--- src/rtl/iitb_pkg.sv ---
// rtl/iitb_pkg.sv - shared widths, IF/ID packet layout and fetch FSM states
package iitb_pkg;

  localparam int unsigned PC_W    = 16;
  localparam int unsigned INSTR_W = 16;
  localparam int unsigned PKT_W   = 41;

  localparam int unsigned PKT_INSTR_HI = 40;
  localparam int unsigned PKT_PC_LO    = 9;
  localparam int unsigned PKT_VALID    = 8;

  localparam logic [PKT_W-1:0] PKT_NOP = '0;

  typedef enum logic [1:0] {
    S_FETCH = 2'd0,
    S_HOLD  = 2'd1,
    S_DRAIN = 2'd2
  } fetch_state_e;

  // Low byte of the packet is reserved and always zero.
  function automatic logic [PKT_W-1:0] make_pkt(input logic [INSTR_W-1:0] instr,
                                                input logic [PC_W-1:0]    pc,
                                                input logic               vld);
    logic [PKT_W-1:0] p;
    p = '0;
    p[PKT_INSTR_HI -: INSTR_W] = instr;
    p[PKT_PC_LO +: PC_W]       = pc;
    p[PKT_VALID]               = vld;
    return p;
  endfunction

endpackage

--- src/rtl/fetch_hold_buf.sv ---
// rtl/fetch_hold_buf.sv - one-entry {instr, pc} buffer for a response that arrives under stall
module fetch_hold_buf
  import iitb_pkg::*;
(
  input  logic               clk,
  input  logic               rst_n,
  input  logic               load,
  input  logic               clear,
  input  logic [INSTR_W-1:0] wr_instr,
  input  logic [PC_W-1:0]    wr_pc,
  output logic [INSTR_W-1:0] instr,
  output logic [PC_W-1:0]    pc,
  output logic               valid
);

  always_ff @(posedge clk or negedge rst_n) begin
    if (!rst_n) begin
      instr <= '0;
      pc    <= '0;
      valid <= 1'b0;
    end else if (clear) begin
      instr <= '0;
      pc    <= '0;
      valid <= 1'b0;
    end else if (load) begin
      instr <= wr_instr;
      pc    <= wr_pc;
      valid <= 1'b1;
    end
  end

endmodule

--- src/rtl/fetch_stage.sv ---
// rtl/fetch_stage.sv - IF stage: PC, imem request handshake, stall buffering and redirect squash
module fetch_stage
  import iitb_pkg::*;
#(
  parameter logic [PC_W-1:0] RESET_PC = '0
) (
  input  logic               clk,
  input  logic               rst_n,
  input  logic               stall,
  input  logic               flush,
  input  logic [PC_W-1:0]    redirect_pc,
  output logic               imem_req,
  output logic [PC_W-1:0]    imem_addr,
  input  logic [INSTR_W-1:0] imem_rdata,
  input  logic               imem_valid,
  output logic [PKT_W-1:0]   instr_out
);

  localparam logic [PC_W-1:0] PC_INC = PC_W'(1);

  fetch_state_e       state_q, state_d;
  logic [PC_W-1:0]    pc_q, pc_d;
  logic [PC_W-1:0]    drain_addr_q, drain_addr_d;
  logic [PKT_W-1:0]   out_q, out_d;
  logic               req_en_q;
  logic               hold_load, hold_clear;
  logic [INSTR_W-1:0] hold_instr;
  logic [PC_W-1:0]    hold_pc;
  logic               hold_valid;
  logic               fire;

  fetch_hold_buf u_hold (
    .clk      (clk),
    .rst_n    (rst_n),
    .load     (hold_load),
    .clear    (hold_clear),
    .wr_instr (imem_rdata),
    .wr_pc    (pc_q),
    .instr    (hold_instr),
    .pc       (hold_pc),
    .valid    (hold_valid)
  );

  // req_en_q keeps imem_req low through reset and the first cycle after it.
  always_ff @(posedge clk or negedge rst_n) begin
    if (!rst_n) begin
      state_q      <= S_FETCH;
      pc_q         <= RESET_PC;
      drain_addr_q <= '0;
      out_q        <= PKT_NOP;
      req_en_q     <= 1'b0;
    end else begin
      state_q      <= state_d;
      pc_q         <= pc_d;
      drain_addr_q <= drain_addr_d;
      out_q        <= out_d;
      req_en_q     <= 1'b1;
    end
  end

  always_comb begin
    state_d      = state_q;
    pc_d         = pc_q;
    drain_addr_d = drain_addr_q;
    out_d        = out_q;
    hold_load    = 1'b0;
    hold_clear   = 1'b0;
    imem_req     = req_en_q && (state_q != S_HOLD);
    imem_addr    = (state_q == S_DRAIN) ? drain_addr_q : pc_q;
    fire         = imem_req && imem_valid;

    if (flush) begin
      out_d        = PKT_NOP;
      hold_clear   = 1'b1;
      pc_d         = redirect_pc;
      drain_addr_d = imem_addr;
      // A request still waiting for its response must be kept up until it lands.
      state_d      = (imem_req && !imem_valid) ? S_DRAIN : S_FETCH;
    end else begin
      unique case (state_q)
        S_FETCH: begin
          if (fire) begin
            if (stall) begin
              hold_load = 1'b1;
              state_d   = S_HOLD;
            end else begin
              out_d = make_pkt(imem_rdata, pc_q, 1'b1);
              pc_d  = pc_q + PC_INC;
            end
          end else if (!stall) begin
            out_d = PKT_NOP;
          end
        end
        S_HOLD: begin
          if (!stall) begin
            out_d   = make_pkt(hold_instr, hold_pc, hold_valid);
            pc_d    = pc_q + PC_INC;
            state_d = S_FETCH;
          end
        end
        S_DRAIN: begin
          out_d = PKT_NOP;
          if (fire) begin
            state_d = S_FETCH;
          end
        end
        default: state_d = S_FETCH;
      endcase
    end
  end

  assign instr_out = out_q;

endmodule
--- config.mk ---
export PLATFORM = sky130hd
export DESIGN_NAME = fetch_stage
export DESIGN_NICKNAME = d
export VERILOG_FILES = /design/src/rtl/iitb_pkg.sv /design/src/rtl/fetch_hold_buf.sv /design/src/rtl/fetch_stage.sv
export SDC_FILE = /design/constraint.sdc
export NUM_CORES = 1
export LEC_CHECK = 0
export ABC_AREA = 1
export CORE_ASPECT_RATIO = 0.9
export CORE_MARGIN = 5
export CORE_UTILIZATION = 57
export CTS_CLUSTER_SIZE = 20
export DETAILED_ROUTE_END_ITERATION = 10
export HOLD_SLACK_MARGIN = 0.06
export PLACE_DENSITY = 0.85
export SKIP_LAST_GASP = 1
export SYNTH_ARGS = -nofsm -noshare
export SYNTH_HDL_FRONTEND = slang
export SYNTH_SLANG_ARGS = --single-unit
--- constraint.sdc ---
create_clock -name clk -period 3.52 [get_ports clk]
set_input_delay 0.528 -clock clk [delete_from_list [all_inputs] [get_ports clk]]
set_output_delay 0.528 -clock clk [all_outputs]
set_load 0.02 [all_outputs]
### Yosys cells after proc, flatten, opt, wreduce, memory -nomap -nowiden

Cells that the tools add are included.

| cells by class | value |
|---|---|
| add/subtract/negate cells | 1 |
| eq/ne operators | 8 |
| multiplexer cells | 29 |
| reduce and logical (&&, ||, !) cells | 11 |

Operator list:

| cell | count |
|---|---|
| $mux 41 | 5 |
| $mux 16 | 8 |
| $pmux 41 s3 | 1 |
| $pmux 16 s2 | 1 |
| $add 16x1->16 const B | 1 |
| $ne 3x3->1 const B | 5 |
| $mux 2 | 6 |
| $mux 1 | 7 |
| $pmux 2 s3 | 1 |
| $reduce_and 4->1 | 1 |
| $reduce_bool 4->1 | 1 |
| $logic_and 1x1->1 | 3 |
| $reduce_and 3->1 | 1 |
| $reduce_bool 3->1 | 1 |
| $eq 2x1->1 const B | 1 |
| $eq 2x2->1 const B | 1 |
| $logic_not 2->1 | 1 |
| $ne 2x1->1 const B | 1 |
| $reduce_and 2->1 | 1 |
| $reduce_bool 2->1 | 1 |
| $logic_not 1->1 | 1 |

| word-level totals | value |
|---|---|
| flip-flop bits (word level) | 109 |
| input bits | 37 |
| output and inout port bits | 58 |
| logic and storage cells | 57 |

### Depth between registers and ports, before layout

Gate-level depths: netlist (run 1).

| depth | value |
|---|---|
| depth after elaboration | 8 |
| gate-level depth with buffers | 10 |
| mapped depth without buffers | 10 |

### Modules after synthesis

Synthesis (run 1) repeated with hierarchy kept, for this count alone.

| second synthesis, totals | value |
|---|---|
| cell total of the unflattened synthesis | 729 |
| area, all modules | 5466.5 um2 |

By module, submodules not included:

| module | instances | cells each | area each (um2) | sequential area each (um2) |
|---|---|---|---|---|
| fetch_stage | 1 | 586 | 4124.0 | 1701.6 |
| fetch_hold_buf | 1 | 143 | 1342.5 | 825.8 |

### Worst setup path after synthesis (run 1)

Ideal clock, no wire load.

| path | value |
|---|---|
| path kind | register to output |
| start point | reg state_q[0] |
| end point | out imem_addr[10] |
| data arrival time | 1487 ps |
| data required time | 2992 ps |
| setup slack | 1505 ps |
| stages on the path, launching flop included | 6 |
| path buffers | 2 |
| cells stage by stage | dfrtp_1 > inv_1 > ha_1 > clkbuf_1 > clkbuf_1 > o21ai_0 |

| between the ends | value |
|---|---|
| word-level cells in the longest chain between the ends | 2 |

Ends and longest elaborated chain:

| item | RTL line | source |
|---|---|---|
| start, declared | fetch_stage.sv:21 | `fetch_state_e state_q, state_d;` |
| start signal, assigned | fetch_stage.sv:53 | `state_q <= state_d;` |
| $eq 2x2->1 | fetch_stage.sv:69 | `imem_addr = (state_q == S_DRAIN) ? drain_addr_q : pc_q;` |
| $mux 16 | fetch_stage.sv:69 |  |
| end, declared | fetch_stage.sv:13 | `output logic [PC_W-1:0] imem_addr,` |

No other way between the ends.

### Worst setup path in the final report (run 1)

| path | value |
|---|---|
| start point | reg state_q[0] |
| end point | out imem_addr[3] |

Same word-level chain as after synthesis.

==> results of run 1 <==
state kept, by name, indices dropped and copies added, names as in the netlist:
signal	cells
u_hold.pc	16
state_q	2
instr_out	33
u_hold.valid	1
req_en_q	1
u_hold.instr	16
pc_q	16
drain_addr_q	16
stage by stage:
stage	power, mW	cell area (µm²)
after floorplan	2.504	5393
after global placement	3.015	6218
after detailed placement	3.076	6218
after CTS	3.764	6399
after global routing	3.984	6399
final	3.762	6399
area by class of cell:
class                      count  area [µm²]  area share
sequential                   101        2527      0.3950
multi-input combinational    451        2295      0.3586
timing repair buffer          97       940.9      0.1470
inverter                      80       302.8     0.04732
tap                          122       152.6     0.02386
clock buffer                   9       123.9     0.01936
clock inverter                 6       56.30    0.008799
cell usage in the layout, fill, tap and decap left out, drive strengths merged:
cell type      count
nand2            236
dfrtp            101
clkdlybuf4s50     85
inv               83
o21ai             65
nand4             36
nor2              34
o22ai             33
nand3             19
buf               12
conb               9
clkbuf             9
a21oi              6
ha                 4
o211ai             3
xor2               2
clkinv             2
o221ai             1
or2                1
xnor2              1
a31oi              1
clkinvlp           1
routing by layer:
layer  vias up  track usage  part of all wire
met5         -            0                 0
met4         0      0.07024             0.014
met3        18      0.05388             0.065
met2       166       0.4036              0.50
met1      2261       0.2995              0.42
li1       2268            -                 -
final timing paths:
check	start	end	slack [ns]	depth (start not counted)
hold / removal	rst_n	instr_out[33]	0.25	1
hold reg to reg	instr_out[21]	instr_out[21]	0.49	2
setup / recovery	state_q[0]	imem_addr[3]	0.60	5
setup reg to reg	state_q[0]	u_hold.instr[12]	1.21	7
min in group clk	instr_out[21]	instr_out[21]	0.49	2
max in group asynchronous	rst_n	instr_out[35]	2.45	2
cell families after synthesis:
family,share of synthesized area
adder cells (fa/ha/maj),0.009327
other,0.001399
flip-flops,0.4710
XOR/XNOR,0.004897
AND/OR/NAND/NOR,0.2567
AO/OA/AOI/OAI,0.1504
buffers and inverters,0.1063
power groups by stage:
stage / registers [mW] / clock network [mW] / logic, mW
2_1_floorplan: 1.64 / 0 / 0.862
3_3_place_gp: 1.58 / 0 / 1.44
3_5_place_dp: 1.59 / 0 / 1.48
4_1_cts: 1.57 / 0.700 / 1.49
6_report: 1.58 / 0.695 / 1.49
5_1_grt: 1.60 / 0.744 / 1.64
==> impl_metrics.csv, run 1 <==
group,metric,value,unit
floorplanning,die_h,102.1,µm
pwr,p_per_area,587.9,mW/mm²
synthesis,ys_types,34,
min_path,hold_path_class,"input pin to async pin",
setup_path,path_max_fanout,33,
clock_network,cts_max_level,3,
clock_network,post-cts-setup-buffer-count,0,
pwr,vdd_drop_max,0.3571,mV
sta,final.setup.tns,0,ns
synthesis,synth_area,0.005366,mm²
grt,grt_max_degree,70,
sta,fmaxAchievable,0.3421,GHz
synthesis,synth_edf_count,0,
sta,clock_skew,0.01320,ns
place,dp.cells,851,
sta,hold_viol,0,
synthesis,synth-main-ff-cell,"dfrtp_1",
pwr,pwr-share-comb,0.396,
sta,tightest_slew,0.8848,ns
flow_run,drv_cap,0,
setup_path,crit_type,"flop to primary output",
sta,rsz0062_at_grt,"false",
synthesis,yosysSeqAreaShare,0.4710,
synthesis,yosys_warnings,0,
synthesis,post-synth-top-count-cell,"nand2_1",
grt,grt_overflow_total,0,
synthesis,synth_top_area_frac,0.4710,
drt,via_per_inst,5.442,
pwr,intPower,2.233,mW
drt,drc,0,
synthesis,async_flop_share,1.000,
drt,num_vias,4713,
setup_path,critPathCaptureType,"primary output",
sta,slew_headroom,0.4101,
clock_network,cts_tree,"yes",
clock_network,cts_buffers,9,
synthesis,synth_top_area_cell,"dfrtp_1",
synthesis,synth_area_leaders,"dfrtp_1 (47%), nand2_1 (16%), o22ai_2 (6.5%)",
cells_and_area,nets,781,
clock_network,clock-sinks,101,
synthesis,synth_common_cells,"nand2_1 (233), dfrtp_1 (101), inv_1 (77)",
place,port_buffers,86,
floorplanning,dieArea,0.01146,mm²
setup_path,critPathTopFamily,"buffers and inverters",
clock_network,cts-root-buf,"clkbuf_8",
cells_and_area,drive_gt1_frac,0.09274,
pwr,pwr-share-clk,0.185,
grt,antenna_found_initial,0,
sta,drv_slew,0,
sta,period_share,0.8303,
clock_network,clk_latency,0.37,ns
cells_and_area,post-route-util,0.6981,
cells_and_area,diodes,0,
sta,hold_ws,0.2523,ns
clock_network,post_cts_resized,0,
cells_and_area,instances_no_fill,866,
grt,grt_pass1_wl,22140,µm
drt,wirelength,13240,µm
drt,first_pass_iters,5,
drt,antenna_left,0,
cells_and_area,area_growth,19.24,%
synthesis,netlist_instances,671,
setup_path,required,2.99,ns
setup_path,critPathLaunchType,"flop",
place,dp_hpwl,9147,µm
synthesis,ys_ff_latch,101,
outcome,status,"finished, final reports clean",
pwr,power.switching,1.529,mW
sta,setup_ws,0.5972,ns
clock_network,clk_pin_slew,0.11,ns
drt,drt_iter0_markers,303,
place,gp_congestion,0.9046,
floorplanning,rows,33,
floorplanning,core,0.009166,mm²
floorplanning,start_util,0.5854,
pwr,leakage,3.127,nW
sta,finalSetupViolCount,0,
drt,wl_per_cell,15.28,µm
pwr,seq_power_share,0.419,
sta,period_needed,2.923,ns
setup_path,critPathSlowestCell,"clkdlybuf4s50_1",
place,dp_slack,1.013,ns
clock_network,cts_buffer_depth,2,
setup_path,cp_slowest_stage_delay,0.68,ns
floorplanning,die_w,112.3,µm
clock_network,hold_buffers,0,
synthesis,syn_area_per_cell,7.998,µm²
grt,grt_usage,0.2344,
setup_path,cp_data_arrival_time,2.39,ns
cells_and_area,fillers,743,
floorplanning,boundaryPins,95,
setup_path,cp_cell_sequence,"inv_1 -> ha_1 -> buf_4 -> o21ai_0 -> clkdlybuf4s50_1",
setup_path,worst-path-buf-inv,3,
grt,grt_pass1_vias,4745,
pwr,sw_frac_of_total,0.4064,
Power figures use the tool's default switching activity.
==> run 2: changes to the inputs <==
- CORE_UTILIZATION: 57 -> 48
- PLACE_DENSITY: 0.85 -> 0.77
- clock period: 3.52 -> 2.4 ns (I/O delays scaled with it)
==> run 2 against run 1 <==
Total power rose by 56%. First-iteration DRC count increased by 69%. Sequential power grew 46%. Critical endpoint is now imem_addr[10]. Largest power group unchanged.
==> impl_metrics.csv, run 2 (same netlist as run 1, synthesis figures left out) <==
group,metric,value,unit
grt,grt_pass1_vias,4599,
setup_path,critPathCaptureType,"primary output",
floorplanning,rows,36,
setup_path,cp_cell_sequence,"inv_1 -> ha_1 -> buf_12 -> o21ai_0 -> dlygate4sd2_1",
cells_and_area,instances_no_fill,902,
drt,via_per_inst,5.238,
setup_path,worst-path-buf-inv,3,
clock_network,cts_buffers,9,
sta,period_needed,2.330,ns
grt,antenna_found_initial,0,
drt,dr_wl_met3,955,µm
clock_network,clock-sinks,101,
cells_and_area,nets,786,
setup_path,required,2.04,ns
setup_path,crit_start,"state_q[0]",
sta,slew_headroom,0.6265,
clock_network,clk_pin_slew,0.08,ns
pwr,vdd_drop_max,0.4375,mV
setup_path,cp_data_arrival_time,1.97,ns
grt,grt_overflow_total,0,
sta,finalSetupViolCount,0,
pwr,leakage,3.246,nW
drt,drt_iter0_markers,513,
place,dp.cells,885,
sta,drv_slew,0,
floorplanning,die_w,121.5,µm
drt,wl_met1,6221,µm
drt,first_pass_iters,5,
sta,final.setup.tns,0,ns
drt,top_layer,"met4",
floorplanning,dieArea,0.01340,mm²
drt,antenna_left,0,
place,dp_slack,0.1801,ns
floorplanning,start_util,0.4923,
sta,tightest_slew,0.5595,ns
setup_path,path_max_fanout,30,
sta,setup_ws,0.07043,ns
cells_and_area,area_growth,23.39,%
setup_path,critPathTopFamily,"buffers and inverters",
cells_and_area,layout_common_cells,"nand2_1 (233), dfrtp_1 (101), inv_1 (77)",
setup_path,cp_slowest_stage_delay,0.38,ns
clock_network,clk_latency,0.35,ns
cells_and_area,drive_gt1_frac,0.09867,
setup_path,crit_type,"flop to primary output",
drt,wirelength,13320,µm
drt,num_vias,4725,
clock_network,cts_max_level,3,
sta,period_share,0.9707,
setup_path,critPathSlowestCell,"dfrtp_1",
clock_network,cts_buffer_depth,2,
cells_and_area,final_common_cell,"nand2_1",
place,gp_congestion,0.9314,
drt,wl_per_cell,14.77,µm
floorplanning,die_h,110.3,µm
setup_path,critPathLaunchType,"flop",
clock_network,cts_tree,"yes",
sta,rsz0062_at_grt,"false",
sta,fmaxAchievable,0.4293,GHz
min_path,hold_path_class,"flop to flop",
min_path,worstHoldStart,"instr_out[26]",
pwr,p_per_area,888.4,mW/mm²
sta,clock_skew,0.01498,ns
cells_and_area,stdcell_area,0.006621,mm²
grt,grt_usage,0.2044,
flow_run,drv_cap,0,
grt,grt_pass1_wl,22190,µm
cells_and_area,diodes,0,
sta,hold_viol,0,
floorplanning,core,0.01090,mm²
grt,grt_max_degree,39,
place,port_buffers,86,
setup_path,r2r-start,"state_q[0]",
drt,drc,0,
cells_and_area,largest_reg_flops,33,
outcome,status,"finished, final reports clean",
floorplanning,boundaryPins,95,
place,dp_hpwl,9112,µm
place,place_area,0.006336,mm²
clock_network,cts-root-buf,"clkbuf_16",
drt,met2WireLength,6074,µm
[run 2: changes by cell type in the layout (fill, tap and decap cells not counted), sizes merged]
cell,change
clkdlybuf4s50,-16
inv,-1
clkinv,+1
buf,+4
dlygate4sd3,+1
dlygate4sd2,+16
clkinvlp,+1
[run 2: timing repair]
action | 4_1_cts | 5_1_grt
resized for setup | 17 | 4
setup endpoints to repair | 17 | 4
hold endpoints to repair | 33 | 0
buffers inserted | 0 | 0
hold buffers | 1 | 0
[run 2: layer usage]
metal,vias to the layer above,global-route usage
met5,-,0
met4,0,0.04880
met3,8,0.04286
met2,194,0.3270
met1,2240,0.2878
li1,2283,-
[run 2: metrics by stage]
step	hold slack (ns)	power (mW)	utilization
CTS	0.4865	5.879	0.6072
global route	0.5026	6.232	0.6074
finish	0.4850	5.882	0.6074
detailed placement	0.3457	4.537	0.5813
global placement	0.3441	4.470	0.5813
floorplan	0.06441	3.672	-
[run 2: path summary, 6_finish.rpt]
path,slack (ns),end,cells after the start
worst min-delay path,0.48,instr_out[26],2
worst max register to register,0.52,instr_out[24],7
worst max-delay path,0.07,imem_addr[10],5
min in group asynchronous,0.52,instr_out[32],2
worst min register to register,0.48,instr_out[26],2
max in group asynchronous,1.27,pc_q[4],3
[run 2: final cells by class]
type / instances / area, µm²
clock inverter: 7 / 65.06
tap: 152 / 190.2
clock buffer: 9 / 225.2
multi-input combinational: 451 / 2295
fill: 973 / 4279
timing repair buffer: 102 / 1011
sequential: 101 / 2527
inverter: 80 / 307.8
[run 2: worst register-to-register path, stage by stage (launching register included)]
cell	delay (ns)
dfrtp_1	0.41
inv_1	0.09
ha_1	0.29
buf_12	0.21
o22ai_4	0.09
inv_2	0.42
nand4_1	0.21
nand2_1	0.10
[run 2: power breakdown]
part	switching, mW	internal, mW
clock network	0.701	0.726
registers	0.249	2.06
logic	1.37	0.780
total	2.32	3.57
==> run 3: changes to the inputs <==
- CORE_MARGIN: 5 -> default
- MAX_ROUTING_LAYER: default -> met4
==> run 3 against run 2 <==
Worst hold slack worse by 0.020 ns. Total power hardly changed. Global-route usage is 4.6 points higher. Fmax is 4.4% higher. Clock-buffer cell count stayed put. Sequential share of layout area is 0.15 points higher. Sequential cell count stayed put. Critical path depth stayed put. Core utilization hardly changed. Critical path type unchanged. Largest power group unchanged.
==> impl_metrics.csv, run 3 (same netlist as run 1, synthesis figures left out) <==
group,metric,value,unit
pwr,vdd_drop_max,0.4244,mV
grt,grt_pass1_vias,4616,
drt,wl_per_cell,14.86,µm
setup_path,cp_cell_sequence,"inv_1 -> ha_1 -> buf_12 -> o21ai_0 -> dlygate4sd2_1",
pwr,leakage,3.234,nW
place,dp_hpwl,8793,µm
pwr,pwr-share-clk,0.244,
grt,grt_max_degree,78,
sta,drv_slew,0,
grt,grt_usage,0.2502,
floorplanning,dieArea,0.01161,mm²
drt,drt_iter0_markers,339,
grt,antenna_found_initial,0,
cells_and_area,register_area,0.002527,mm²
pwr,p_per_area,892.4,mW/mm²
pwr,power.switching,2.327,mW
pwr,sw_frac_of_total,0.3953,
clock_network,clk_latency,0.35,ns
sta,hold_ws,0.4651,ns
setup_path,cp_slowest_stage_delay,0.39,ns
clock_network,cts_buffers,9,
sta,hold_viol,0,
cells_and_area,area_growth,22.90,%
grt,grt_pass1_wl,22150,µm
floorplanning,rows,36,
clock_network,clk_pin_slew,0.08,ns
cells_and_area,layout_common_cells,"nand2_1 (233), dfrtp_1 (101), inv_1 (77)",
outcome,status,"finished, final reports clean",
pwr,intPower,3.559,mW
clock_network,cts_max_level,3,
min_path,hold_path_class,"input pin to async pin",
place,gp_congestion,0.8922,
drt,num_vias,4764,
clock_network,cts_buffer_depth,2,
sta,slew_headroom,0.6199,
cells_and_area,final_common_cell,"nand2_1",
sta,tightest_slew,0.5693,ns
grt,grt_overflow_total,0,
cells_and_area,fillers,984,
drt,drc,0,
drt,via_per_inst,5.299,
flow_run,drv_cap,0,
floorplanning,start_util,0.4944,
sta,rsz0062_at_grt,"false",
floorplanning,core,0.01086,mm²
cells_and_area,drive_gt1_frac,0.09505,
floorplanning,die_h,102.3,µm
cells_and_area,largest_reg_flops,33,
clock_network,cts-root-buf,"clkbuf_16",
cells_and_area,diodes,0,
cells_and_area,multi_input_area,0.002295,mm²
cells_and_area,post-route-util,0.6075,
clock_network,clock-sinks,101,
sta,period_needed,2.231,ns
drt,antenna_left,0,
floorplanning,boundaryPins,95,
sta,period_share,0.9294,
setup_path,crit_type,"flop to primary output",
setup_path,required,2.04,ns
setup_path,critPathLaunchType,"flop",
cells_and_area,nets,783,
pwr,seq_power_share,0.393,
drt,wirelength,13360,µm
setup_path,path_max_fanout,34,
drt,first_pass_iters,6,
floorplanning,die_w,113.5,µm
sta,fmaxAchievable,0.4483,GHz
sta,finalSetupViolCount,0,
sta,final.setup.tns,0,ns
setup_path,critPathSlowestCell,"dlygate4sd2_1",
setup_path,critPathCaptureType,"primary output",
place,port_buffers,86,
sta,clock_skew,0.01397,ns
pwr,pwr-share-comb,0.363,
setup_path,cp_data_arrival_time,1.87,ns
clock_network,cts_tree,"yes",
run 3: changes by cell type in the layout (fill, tap and decap cells not counted):
cell        previous run  this run
buf_4                 12         9
o21ai_1                4         1
inv_2                  1         2
clkinvlp_4             2         1
o21ai_0               60        63
run 3: through the flow:
stage                     instances  instance area (µm²)  setup WS, ns  power [mW]
after floorplan                 678                 5393        0.5533       3.672
after global placement          882                 6314        0.2315       4.454
after detailed placement        882                 6314        0.2010       4.521
after CTS                       899                 6595        0.1377       5.889
after global routing            899                 6595       0.05254       6.237
final                           899                 6595        0.1694       5.885
run 3: critical path: cells and delay by family, from the launching register on:
| family | cells | cell delay (ns) |
|---|---|---|
| buffers and inverters | 3 | 0.64 |
| DFF | 1 | 0.38 |
| adders and majority gates | 1 | 0.23 |
| AOI/OAI and AO/OA | 1 | 0.28 |
run 3: layout make-up:
cell class / count / share of cell area
Clock inverter: 7 / 0.01006
Inverter: 80 / 0.04591
Timing Repair Buffer: 99 / 0.1499
Tap cell: 152 / 0.02884
Clock buffer: 9 / 0.03415
Sequential cell: 101 / 0.3832
Multi-Input combinational cell: 451 / 0.3479
run 3: repair_timing:
| item | in CTS | in global routing |
|---|---|---|
| setup buffers | 0 | 0 |
| endpoints found under the setup margin | 16 | 0 |
| hold endpoints to repair | 24 | 0 |
| hold buffers | 1 | 0 |
| gates resized for setup | 16 | 0 |
run 3: power by group through the flow:
stage          Clock, mW  Combinational [mW]  Sequential (mW)
2_1_floorplan          0                1.26             2.41
3_3_place_gp           0                2.13             2.32
3_5_place_dp           0                2.19             2.34
4_1_cts             1.45                2.13             2.31
5_1_grt             1.52                2.36             2.35
6_report            1.44                2.13             2.31
run 3: worst paths after layout:
kind,from,endpoint,slack (ns),cells past startpoint
max,state_q[0],imem_addr[2],0.17,5
max reg2reg,state_q[0],instr_out[39],0.52,7
min,rst_n,instr_out[35],0.47,2
max in group asynchronous,rst_n,drain_addr_q[10],1.22,3
min reg2reg,instr_out[21],instr_out[21],0.48,2
min in group clk,instr_out[21],instr_out[21],0.48,2
run 3: metal layers:
layer / global-route usage / wire [µm] / vias up
li1: - / - / 2281
met1: 0.3308 / 6224 / 2288
met2: 0.4016 / 6245 / 172
met3: 0.04152 / 708 / 23
met4: 0.06883 / 182 / 0
met5: - / 0 / -
